<file path="src/rtl/delay_line_vector_if.sv">
// Sample-stream bundle for delay_line_vector: control, input sample and tapped output.
// The master side drives stimulus and the slave side (the delay line) drives the tap outputs.
interface delay_line_vector_if #(
   parameter int WIDTH      = 8,
   parameter int DEPTH_BITS = 4
);
   logic                  enable;
   logic                  clear;
   logic [DEPTH_BITS-1:0] depth_sel;
   logic                  valid_in;
   logic [WIDTH-1:0]      data_in;
   logic                  valid_out;
   logic [WIDTH-1:0]      data_out;
   logic                  busy;

   modport master (
      output enable, clear, depth_sel, valid_in, data_in,
      input  valid_out, data_out, busy
   );

   modport slave (
      input  enable, clear, depth_sel, valid_in, data_in,
      output valid_out, data_out, busy
   );
endinterface

</file>
<file path="src/rtl/delay_line_vector.sv">
// Programmable-tap delay line: latency depth_reg+1 enabled edges, no backpressure (enable stalls all state).
// A tap change flushes in-flight samples and holds valid_out low (busy) for depth_reg+1 enabled edges.
module delay_line_vector #(
   parameter int WIDTH      = 8,
   parameter int DEPTH_BITS = 4
) (
   input  logic                  clk,
   input  logic                  reset,
   delay_line_vector_if.slave    bus
);
   localparam int MAX_DEPTH = 2 ** DEPTH_BITS;

   typedef enum logic {
      RUN    = 1'b0,
      RESYNC = 1'b1
   } state_t;

   state_t                state;
   state_t                state_nxt;
   logic [DEPTH_BITS:0]   cnt;
   logic [DEPTH_BITS:0]   cnt_nxt;
   logic [DEPTH_BITS-1:0] depth_reg;
   logic [WIDTH-1:0]      s_data [MAX_DEPTH];
   logic [MAX_DEPTH-1:0]  s_valid;
   logic                  depth_chg;

   assign depth_chg = (bus.depth_sel != depth_reg);

   always_comb begin
      state_nxt = state;
      cnt_nxt   = cnt;
      if (depth_chg) begin
         state_nxt = RESYNC;
         cnt_nxt   = '0;
      end else if (state == RESYNC && bus.enable) begin
         if (cnt == {1'b0, depth_reg}) begin
            state_nxt = RUN;
         end else begin
            cnt_nxt = cnt + {{DEPTH_BITS{1'b0}}, 1'b1};
         end
      end
   end

   always_ff @(posedge clk or posedge reset) begin
      if (reset) begin
         state     <= RUN;
         cnt       <= '0;
         depth_reg <= '0;
      end else begin
         state <= state_nxt;
         cnt   <= cnt_nxt;
         if (depth_chg) begin
            depth_reg <= bus.depth_sel;
         end
      end
   end

   // Data never flushes; only the valid bits carry ownership of a sample.
   always_ff @(posedge clk or posedge reset) begin
      if (reset) begin
         for (int k = 0; k < MAX_DEPTH; k++) begin
            s_data[k] <= '0;
         end
      end else if (bus.enable) begin
         s_data[0] <= bus.data_in;
         for (int k = 1; k < MAX_DEPTH; k++) begin
            s_data[k] <= s_data[k-1];
         end
      end
   end

   always_ff @(posedge clk or posedge reset) begin
      if (reset) begin
         s_valid <= '0;
      end else if (depth_chg || bus.clear) begin
         s_valid <= '0;
      end else if (bus.enable) begin
         s_valid <= {s_valid[MAX_DEPTH-2:0], bus.valid_in};
      end
   end

   assign bus.data_out  = s_data[depth_reg];
   assign bus.valid_out = s_valid[depth_reg] && (state == RUN);
   assign bus.busy      = (state == RESYNC);
endmodule

</file>
<file path="src/flat_wrapper.sv">
// flat-port wrapper written by rule: the top's interface ports become plain ports
module delay_line_vector_flat 
#(
   parameter int WIDTH      = 8,
   parameter int DEPTH_BITS = 4
)
  (clk, reset, bus_enable, bus_clear, bus_depth_sel, bus_valid_in, bus_data_in, bus_valid_out, bus_data_out, bus_busy);
  delay_line_vector_if #(.WIDTH(WIDTH), .DEPTH_BITS(DEPTH_BITS)) bus_i ();
  input  logic clk;
  input  logic reset;
  input wire logic [$bits(bus_i.enable)-1:0] bus_enable;
  input wire logic [$bits(bus_i.clear)-1:0] bus_clear;
  input wire logic [$bits(bus_i.depth_sel)-1:0] bus_depth_sel;
  input wire logic [$bits(bus_i.valid_in)-1:0] bus_valid_in;
  input wire logic [$bits(bus_i.data_in)-1:0] bus_data_in;
  output wire logic [$bits(bus_i.valid_out)-1:0] bus_valid_out;
  output wire logic [$bits(bus_i.data_out)-1:0] bus_data_out;
  output wire logic [$bits(bus_i.busy)-1:0] bus_busy;
  assign bus_i.enable = bus_enable;
  assign bus_i.clear = bus_clear;
  assign bus_i.depth_sel = bus_depth_sel;
  assign bus_i.valid_in = bus_valid_in;
  assign bus_i.data_in = bus_data_in;
  assign bus_valid_out = bus_i.valid_out;
  assign bus_data_out = bus_i.data_out;
  assign bus_busy = bus_i.busy;
  delay_line_vector #(.WIDTH(WIDTH), .DEPTH_BITS(DEPTH_BITS)) u_core (.clk(clk), .reset(reset), .bus(bus_i));
endmodule
</file>
<file path="config.mk">
export PLATFORM = sky130hd
export DESIGN_NAME = delay_line_vector_flat
export DESIGN_NICKNAME = d
export VERILOG_FILES = /design/src/rtl/delay_line_vector_if.sv /design/src/rtl/delay_line_vector.sv /design/src/flat_wrapper.sv
export SDC_FILE = /design/constraint.sdc
export NUM_CORES = 1
export LEC_CHECK = 0
export CAP_MARGIN = 10
export CORE_ASPECT_RATIO = 0.75
export CORE_MARGIN = 8
export CORE_UTILIZATION = 55
export DETAILED_ROUTE_END_ITERATION = 8
export GPL_TIMING_DRIVEN = 1
export PLACE_DENSITY = 0.73
export SYNTH_ARGS = -nofsm -noshare
export SYNTH_HDL_FRONTEND = slang
export SYNTH_SLANG_ARGS = --single-unit
</file>
<file path="constraint.sdc">
create_clock -name clk -period 6.6 [get_ports clk]
set_clock_uncertainty 0.15 [all_clocks]
set_input_delay 1.32 -clock clk [delete_from_list [all_inputs] [get_ports clk]]
set_output_delay 1.32 -clock clk [all_outputs]
set_load 0.005 [all_outputs]
</file>
# --- Word level (Yosys, flattened, before mapping) ---
# Index checks and enable logic that the tools add are counted.
classes:
  addsub: 1
  n_lt_le_gt_ge: 2
  eq_ne: 3
  n_mux: 13
  bitwise_logic: 2
  n_reduce_logical: 8
op_table:
  columns: ["op", "count"]
  rows:
  - ["8-bit binary-select mux with 4-bit select", 1]
  - ["16-bit two-way mux", 2]
  - ["8-bit two-way mux", 2]
  - ["5-bit two-way mux", 3]
  - ["2-bit nonzero test", 3]
  - ["5-bit by 1-bit adder with 5-bit output, second input constant", 1]
  - ["5-bit by 4-bit == test with 1-bit output", 1]
  - ["5-bit >= comparator, second input constant", 1]
  - ["4-bit by 5-bit less-than comparator with 1-bit output, second input constant", 1]
  - ["4-bit NOT with 5-bit output", 1]
  - ["1-bit binary-select mux with 4-bit select", 1]
  - ["1-bit two-way mux", 4]
  - ["4-bit inequality test", 1]
  - ["2-bit AND reduction", 2]
  - ["1-bit logical AND", 2]
  - ["2-bit by 1-bit inequality test with 1-bit output, second input constant", 1]
  - ["1-bit logical OR", 1]
  - ["1-bit NOT", 1]
word_totals:
  reg_bits: 154
  input_bits: 17
  output_inout_bits: 10
  word_cells: 49

# --- Logic depth before layout (Yosys ltp) ---
# Gate-level depths: netlist of run 1.
depth:
  depth_word: 4
  ltp_mapped: 6
  depth_no_buf: 4

# --- Worst setup path before layout of run 1 ---
# No wires, ideal clock.
synth_timing:
  path_kind: "register to output"
  startpoint: "register u_core.depth_reg[0]"
  endpoint: "output port bus_data_out[1]"
  arrival_ps: 1684
  t_required_ps: 5130
  path_slack_ps: 3446
  stages_incl_launch_ff: 5
  path_buffers: 2
  cell_sequence: "dfrtp_1 buf_6 buf_6 mux4_1 mux4_2"
synth_via:
  elab_chain_len: 4
synth_lines:
  columns: ["element", "line_no", "rtl"]
  rows:
  - ["start, declared", "delay_line_vector.sv:22", "logic [DEPTH_BITS-1:0] depth_reg;"]
  - ["start signal, assigned", "delay_line_vector.sv:53", "depth_reg <= bus.depth_sel;"]
  - ["4-bit NOT with 5-bit output (implied by the code)", "delay_line_vector.sv:82", "assign bus.data_out = s_data[depth_reg];"]
  - ["8-bit binary-select mux with 4-bit select", "delay_line_vector.sv:82", null]
  - ["8-bit two-way mux (implied by the code) (2 in a row)", "delay_line_vector.sv:82", null]
  - ["end, declared", "flat_wrapper.sv:17", "output wire logic [$bits(bus_i.data_out)-1:0] bus_data_out;"]
# No other way between the ends. The select of a mux whose other input is x is not followed.

# --- Final worst setup path of run 1 ---
layout_timing:
  startpoint: "register u_core.depth_reg[0]"
  endpoint: "output port bus_data_out[5]"
# The elaborated chain is that of the path after synthesis.

==> impl_results.md, run 1 <==
- Outcome: complete, no violations
- Die boundary height: about 110 um
- Critical path class: flip-flop to output port
- Area of the core: 0.01239 mm2
- WL/cell: 19.32 um
- Boundary pin count: 27
- Global-route track usage on met3: 0.04193
- Hold violation total from the final report: 0
- Critical Path Sink Type: output port
- RSZ-0062 raised after global routing: no
- Share of final-layout standard cells stronger than drive strength 1: 0.4134
- Count of flip-flops with a built-in enable after synthesis: 0
- Post-synthesis cell count: 432
- Bufs on Longest Clock Path: 2
- Count of yosys warnings during synthesis: 0
- Clock buffers created by TritonCTS: 17
- Area grow syn2layout: 13.86%
- Post-CTS resize count: 0
- Final max-slew violation count: 0
- Overall routed net length: about 12 mm
- Largest regs: u_core.s_data x128, u_core.s_valid x16, u_core.cnt x5
- Net count reported at finish: 467
- Antenna violations before repair: 0
- Setup Viol. Count Final: 0
- FMAX: between 200 and 250 MHz
- Half-perimeter wire length after detailed placement: ~7.3 mm
- Sequential element share of the synthesized area: 0.5468
- Biggest area contributors in the synthesized netlist: sky130_fd_sc_hd__dfrtp_1, sky130_fd_sc_hd__mux2_2, sky130_fd_sc_hd__mux4_1, sky130_fd_sc_hd__mux4_2, sky130_fd_sc_hd__mux2i_1
- Mapped cell area: 0.007048 mm2
- Top fanout value on the critical path: 21
- Number of rows created at floorplan: 35
- Fin crit share: 0.6930
- Clock root buffer: sky130_fd_sc_hd__clkbuf_16
- Min-Delay Path Class: flip-flop to flip-flop
- Largest register by flop count: u_core.s_data
- FF+latch count, synth: between 150 and 200
- Number of flip-flops under the largest register name: about 130
- Global routing met1 resource utilization: 0.1994
- RePlAce Congestion: between 0.7 and 0.8
- Overall track demand over capacity in global routing: 0.1556
- Most heavily used metal layer in global routing: met2
- Global routing usage on met2: 0.2533
- Pin count of the biggest net entering global routing: 109
- Clock sink count: 154
- Die width: between 100 and 150 um
- Hold_ws: ~360 ps
- Total power divided by cell area: 387.1 mW/mm2
- R2R cell count: 5
- Full die area: between 0.015 and 0.02 mm2
- Average size of a mapped cell: about 16 um2
- Final setup TNS: 0 ps
- Worst relative slew slack: 0.3554
- Worst VDD drop: roughly 240 uV
- Cts hold-fix bufs: 0
- Net count of the mapped netlist: 450
- DRC: 0
- Vias per inst: ~6
- Actual transition at the worst max-transition pin: around 970 ps
- Number of global-route vias before repair: between 3000 and 4000
- Most numerous cell in the Yosys netlist: sky130_fd_sc_hd__dfrtp_1
- Remaining antenna violation count after routing: 0
- Synth cell types: 25
- Async set-reset flop share out of synthesis: 1.000
- Arrival time of data at the critical path endpoint: roughly 3100 ps
- WHS Path Cells: 1
- Clock latency on the worst-skew pair: a little over 400 ps
- Share of the synthesized area in the top cell type: 0.5468
- Leakage power of the design: about 3.4 nW
- Initial DRC Count: 187
- Total iterations of the first detailed-routing run: 4
- Most instantiated cells after synthesis: sky130_fd_sc_hd__dfrtp_1, sky130_fd_sc_hd__mux2_2, sky130_fd_sc_hd__mux4_2
- Clock period minus worst slack: 4574 ps
- Fill count: around 860
- Overflow after GRT: 0
- Number of I/O port buffers: 26
- Worst path required time: just over 5000 ps
- Global-route wire length before repair: approximately 21 mm
- Total number of H-tree levels: 4
- Most instantiated flip-flop cell in the synthesis netlist: sky130_fd_sc_hd__dfrtp_1
- Setup fix buffers added after clock tree synthesis: 0
- Initial cell density of the core: 0.5687
- TritonCTS clock tree: done
- Clock transition at path regs: approximately 60 ps
- Leading area contributor after synthesis: sky130_fd_sc_hd__dfrtp_1
- Inserted Diodes: 0
- Total of max-cap violations: 0
- Critical Path Start Type: flip-flop
- Overall via count from detail_route: about 3700
[power by group]
group / total [mW] / switching (mW) / leakage (nW) / internal [mW]
combinational: 0.604 / 0.171 / 1.25 / 0.433
sequential: 1.47 / 0.220 / 1.88 / 1.25
clock: 1.04 / 0.390 / 0.310 / 0.645
total: 3.11 / 0.782 / 3.44 / 2.33
[logic make-up after synthesis]
family	share of synthesized area
AO/OA/AOI/OAI	0.005502
XOR/XNOR	0.009942
adder cells (fa/ha/maj)	0.001775
buffers and inverters	0.02521
flip-flops	0.5468
multiplexers	0.3884
AND/OR/NAND/NOR	0.02237
[final cells by class]
type	instances	area [um2]	area share
Sequential cell	154	3855	0.4804
Multi-Input combinational cell	243	3017	0.3759
Clock buffer	18	439.2	0.05472
Timing Repair Buffer	31	299.0	0.03726
Tap cell	166	207.7	0.02588
Clock inverter	14	195.2	0.02432
Inverter	2	12.51	0.001559
[worst max-delay path, cell delays in order (launching register included)]
cell	delay (ps)
sky130_fd_sc_hd__dfrtp_2	710
sky130_fd_sc_hd__buf_4	430
sky130_fd_sc_hd__mux4_1	600
sky130_fd_sc_hd__mux4_2	490
sky130_fd_sc_hd__clkdlybuf4s50_1	460
[final timing paths]
| check | from | end | slack, ps |
|---|---|---|---|
| hold / removal | u_core.s_data[7] | u_core.s_data[7] | 360 |
| setup reg to reg | u_core.depth_reg[1] | u_core.cnt[0] | 4070 |
| hold reg to reg | u_core.s_data[7] | u_core.s_data[7] | 360 |
| setup / recovery | u_core.depth_reg[0] | bus_data_out[5] | 2030 |
| min in group asynchronous | reset | u_core.s_data[115] | 1330 |
| max in group asynchronous | reset | u_core.s_data[0] | 3760 |
[cells in the final DEF (no fill, tap or decap)]
master,Yosys,routed
sky130_fd_sc_hd__nor3_1,1,1
sky130_fd_sc_hd__clkinvlp_4,0,1
sky130_fd_sc_hd__and2_1,2,2
sky130_fd_sc_hd__mux2i_1,20,20
sky130_fd_sc_hd__a211o_1,1,1
sky130_fd_sc_hd__dfrtp_2,0,1
sky130_fd_sc_hd__buf_4,0,5
sky130_fd_sc_hd__nand4_1,2,2
sky130_fd_sc_hd__ha_1,1,1
sky130_fd_sc_hd__dfrtp_1,154,153
sky130_fd_sc_hd__clkbuf_8,0,1
sky130_fd_sc_hd__nand2_1,7,7
sky130_fd_sc_hd__clkinv_4,0,5
sky130_fd_sc_hd__clkinv_2,0,3
sky130_fd_sc_hd__inv_1,2,1
sky130_fd_sc_hd__nor2_1,17,17
sky130_fd_sc_hd__mux2_2,128,128
sky130_fd_sc_hd__a21boi_0,2,2
sky130_fd_sc_hd__clkbuf_16,0,17
sky130_fd_sc_hd__clkdlybuf4s50_1,0,25
sky130_fd_sc_hd__mux4_2,23,23
sky130_fd_sc_hd__inv_6,0,2
sky130_fd_sc_hd__xor2_1,8,8
sky130_fd_sc_hd__o21ai_0,1,1
sky130_fd_sc_hd__bufinv_16,0,4
sky130_fd_sc_hd__and3_1,1,1
sky130_fd_sc_hd__nand2b_1,4,4
sky130_fd_sc_hd__buf_6,3,1
sky130_fd_sc_hd__mux4_1,22,22
sky130_fd_sc_hd__nor4_1,1,1
sky130_fd_sc_hd__a21oi_1,2,2
[metrics by stage]
step / util / std cells / setup WS, ps / cell area, um2 / power (mW)
global route: 0.6476 / 628 / 1858 / 8025 / 3.266
finish: 0.6476 / 628 / 2026 / 8025 / 3.107
detailed placement: 0.5964 / 596 / 2393 / 7391 / 2.088
floorplan: - / 432 / 980.2 / 7048 / 1.886
CTS: 0.6476 / 628 / 1941 / 8025 / 3.142
global placement: 0.5964 / 596 / 2439 / 7391 / 2.055
[layer usage]
layer / part of all wire / wire, um
met3: 0.025 / 299
met2: 0.50 / 6043
met5: 0 / 0
met4: 0.0087 / 106
met1: 0.47 / 5681
Power figures use the tool's default switching activity.
==> run 2, diff against run 1 <==
==> constraint.sdc (replaced) <==
create_clock -name clk -period 4.6 [get_ports clk]
set_clock_uncertainty 0.15 [all_clocks]
set_input_delay 0.92 -clock clk [delete_from_list [all_inputs] [get_ports clk]]
set_output_delay 0.92 -clock clk [all_outputs]
set_load 0.005 [all_outputs]
==> run 2 against run 1 <==
  * Sequential share of layout area barely moved
  * Combinational power rose by 45%
  * Cell count rose by 0.80%
  * Via count down 0.92%
  * Critical endpoint is now bus_valid_out
  * Non-clock buffer count increased by 5
  * Critical path type unchanged
  * Utilization barely moved
==> impl_results.md, run 2 (synthesis gave the netlist of run 1 again) <==
- Most common cell after layout, fill and taps aside: sky130_fd_sc_hd__dfrtp_1
- Antenna violations before repair: 0
- Overall track demand over capacity in global routing: 0.1521
- Clock buffers created by TritonCTS: 17
- Vias per inst: 5.776
- Boundary pin count: 27
- Global routing met1 resource utilization: 0.2014
- Bufs on Longest Clock Path: 2
- Sum of internal, switching and leakage power: 4.312 mW
- Top fanout value on the critical path: 26
- TritonCTS clock tree: done
- Hold violation total from the final report: 0
- Worst relative slew slack: 0.3851
- Outcome: complete, no violations
- Worst VDD drop: 248.0 uV
- Area grow syn2layout: 13.94%
- Multi-input gate area in the final layout: about 0.003 mm2
- DRC: 0
- Number of flip-flops under the largest register name: approximately 130
- Die boundary height: 114.0 um
- Largest register by flop count: u_core.s_data
- Clock transition at path regs: 60 ps
- Setup fix buffers added after clock tree synthesis: 0
- Initial cell density of the core: 0.5687
- Series of cell instances along the critical path: buf_12 > mux4_1 > mux4_2 > and2_1 > clkdlybuf4s50_1
- Final setup TNS: 0 ps
- Most heavily used metal layer in global routing: met2
- Most frequent cells in the layout: sky130_fd_sc_hd__dfrtp_1, sky130_fd_sc_hd__mux2_2, sky130_fd_sc_hd__clkdlybuf4s50_1
- Overflow after GRT: 0
- Initial DRC Count: about 200
- Fraction of the core area covered by cells at the end of the flow: 0.6480
- Pin count of the biggest net entering global routing: 100
- Total power divided by cell area: roughly 540 mW/mm2
- Number of rows created at floorplan: 35
- Number of global-route vias before repair: 3848
- Clock period minus worst slack: approximately 4100 ps
- Fin crit share: 0.8816
- Share of final-layout standard cells stronger than drive strength 1: 0.4197
- RSZ-0062 raised after global routing: no
- Number of I/O port buffers: 26
- Post-CTS resize count: 0
- Remaining antenna violation count after routing: 0
- Leakage power of the design: approximately 3.4 nW
- Clock sink count: ~150
- Cts hold-fix bufs: 0
- FMAX: 246.6 MHz
- Clock root buffer: sky130_fd_sc_hd__clkbuf_16
- Full die area: 0.01673 mm2
- Inserted Diodes: 0
- RePlAce Congestion: between 0.7 and 0.8
- Actual transition at the worst max-transition pin: ~900 ps
- Area of the core: ~0.012 mm2
- Total iterations of the first detailed-routing run: 4
- Worst path required time: around 3500 ps
- Maximum single-stage delay on the critical path: 630 ps
- Overall routed net length: 11.69 mm
- Cell with the largest stage delay on the worst path: sky130_fd_sc_hd__dfrtp_2
- Net count reported at finish: between 400 and 500
- Half-perimeter wire length after detailed placement: 7.305 mm
- Die width: between 100 and 150 um
- Global routing usage on met2: 0.2392
- Critical path class: flip-flop to output port
- Setup Viol. Count Final: 0
- Largest regs: u_core.s_data x128, u_core.s_valid x16, u_core.cnt x5
- Critical Path Start Type: flip-flop
- Arrival time of data at the critical path endpoint: about 3000 ps
- Critical Path Sink Type: output port
- Flip-flop and latch area: 0.003855 mm2
- Min-Delay Path Class: flip-flop to flip-flop
- Global-route track usage on met3: 0.04628
- Total of max-cap violations: 0
- Clock latency on the worst-skew pair: ~400 ps
- Final max-slew violation count: 0
- Global-route wire length before repair: ~20 mm
- WL/cell: ~18 um
- Overall via count from detail_route: 3656
- Fill count: 850
- Total number of H-tree levels: 4
run 2: critical path: cells and delay by family, from the launching register on:
kind / cells / cell delay (ps)
mux: 2 / 1060
flops: 1 / 630
simple gates: 1 / 160
buf+inv: 2 / 720
run 2: power breakdown:
group | leakage (nW) | internal (mW) | switching (mW)
clock | 0.270 | 0.769 | 0.577
combinational | 1.28 | 0.626 | 0.250
sequential | 1.88 | 1.79 | 0.300
run 2: worst paths after layout:
| check | cells past startpoint | start | slack (ps) | endpoint |
|---|---|---|---|---|
| worst max register to register | 6 | u_core.depth_reg[1] | 2280 | u_core.s_valid[0] |
| worst max-delay path | 5 | u_core.depth_reg[0] | 540 | bus_valid_out |
| min in group asynchronous | 2 | reset | 800 | u_core.s_data[11] |
| max in group asynchronous | 3 | reset | 2620 | u_core.depth_reg[0] |
| worst min-delay path | 1 | u_core.s_data[7] | 350 | u_core.s_data[7] |
| worst min register to register | 1 | u_core.s_data[7] | 350 | u_core.s_data[7] |
run 2: routing by layer:
| metal | up-vias | part of all wire |
|---|---|---|
| met1 | 1924 | 0.48 |
| met3 | 12 | 0.033 |
| met5 | - | 0 |
| met4 | 0 | 0.0092 |
| li1 | 1679 | - |
| met2 | 41 | 0.48 |
run 2: through the flow:
stage / hold slack [ps] / worst slack [ps] / instances / instance area [um2]
after floorplan: 322.4 / 1585 / 432 / 7052
after detailed placement: 342.4 / 945.0 / 601 / 7452
after CTS: 355.5 / 503.8 / 633 / 8030
after global routing: 372.8 / 413.8 / 633 / 8030
after global placement: 330.9 / 959.4 / 601 / 7452
final: 351.5 / 544.8 / 633 / 8030
run 2: cell type report:
cell class | instances | share of cell area
clock inverters | 14 | 0.01730
well taps | 166 | 0.02586
repair buffers | 36 | 0.04503
multi-input cells | 243 | 0.3757
flip-flops and latches | 154 | 0.4801
clock buffers | 18 | 0.05469
inverters | 2 | 0.001402
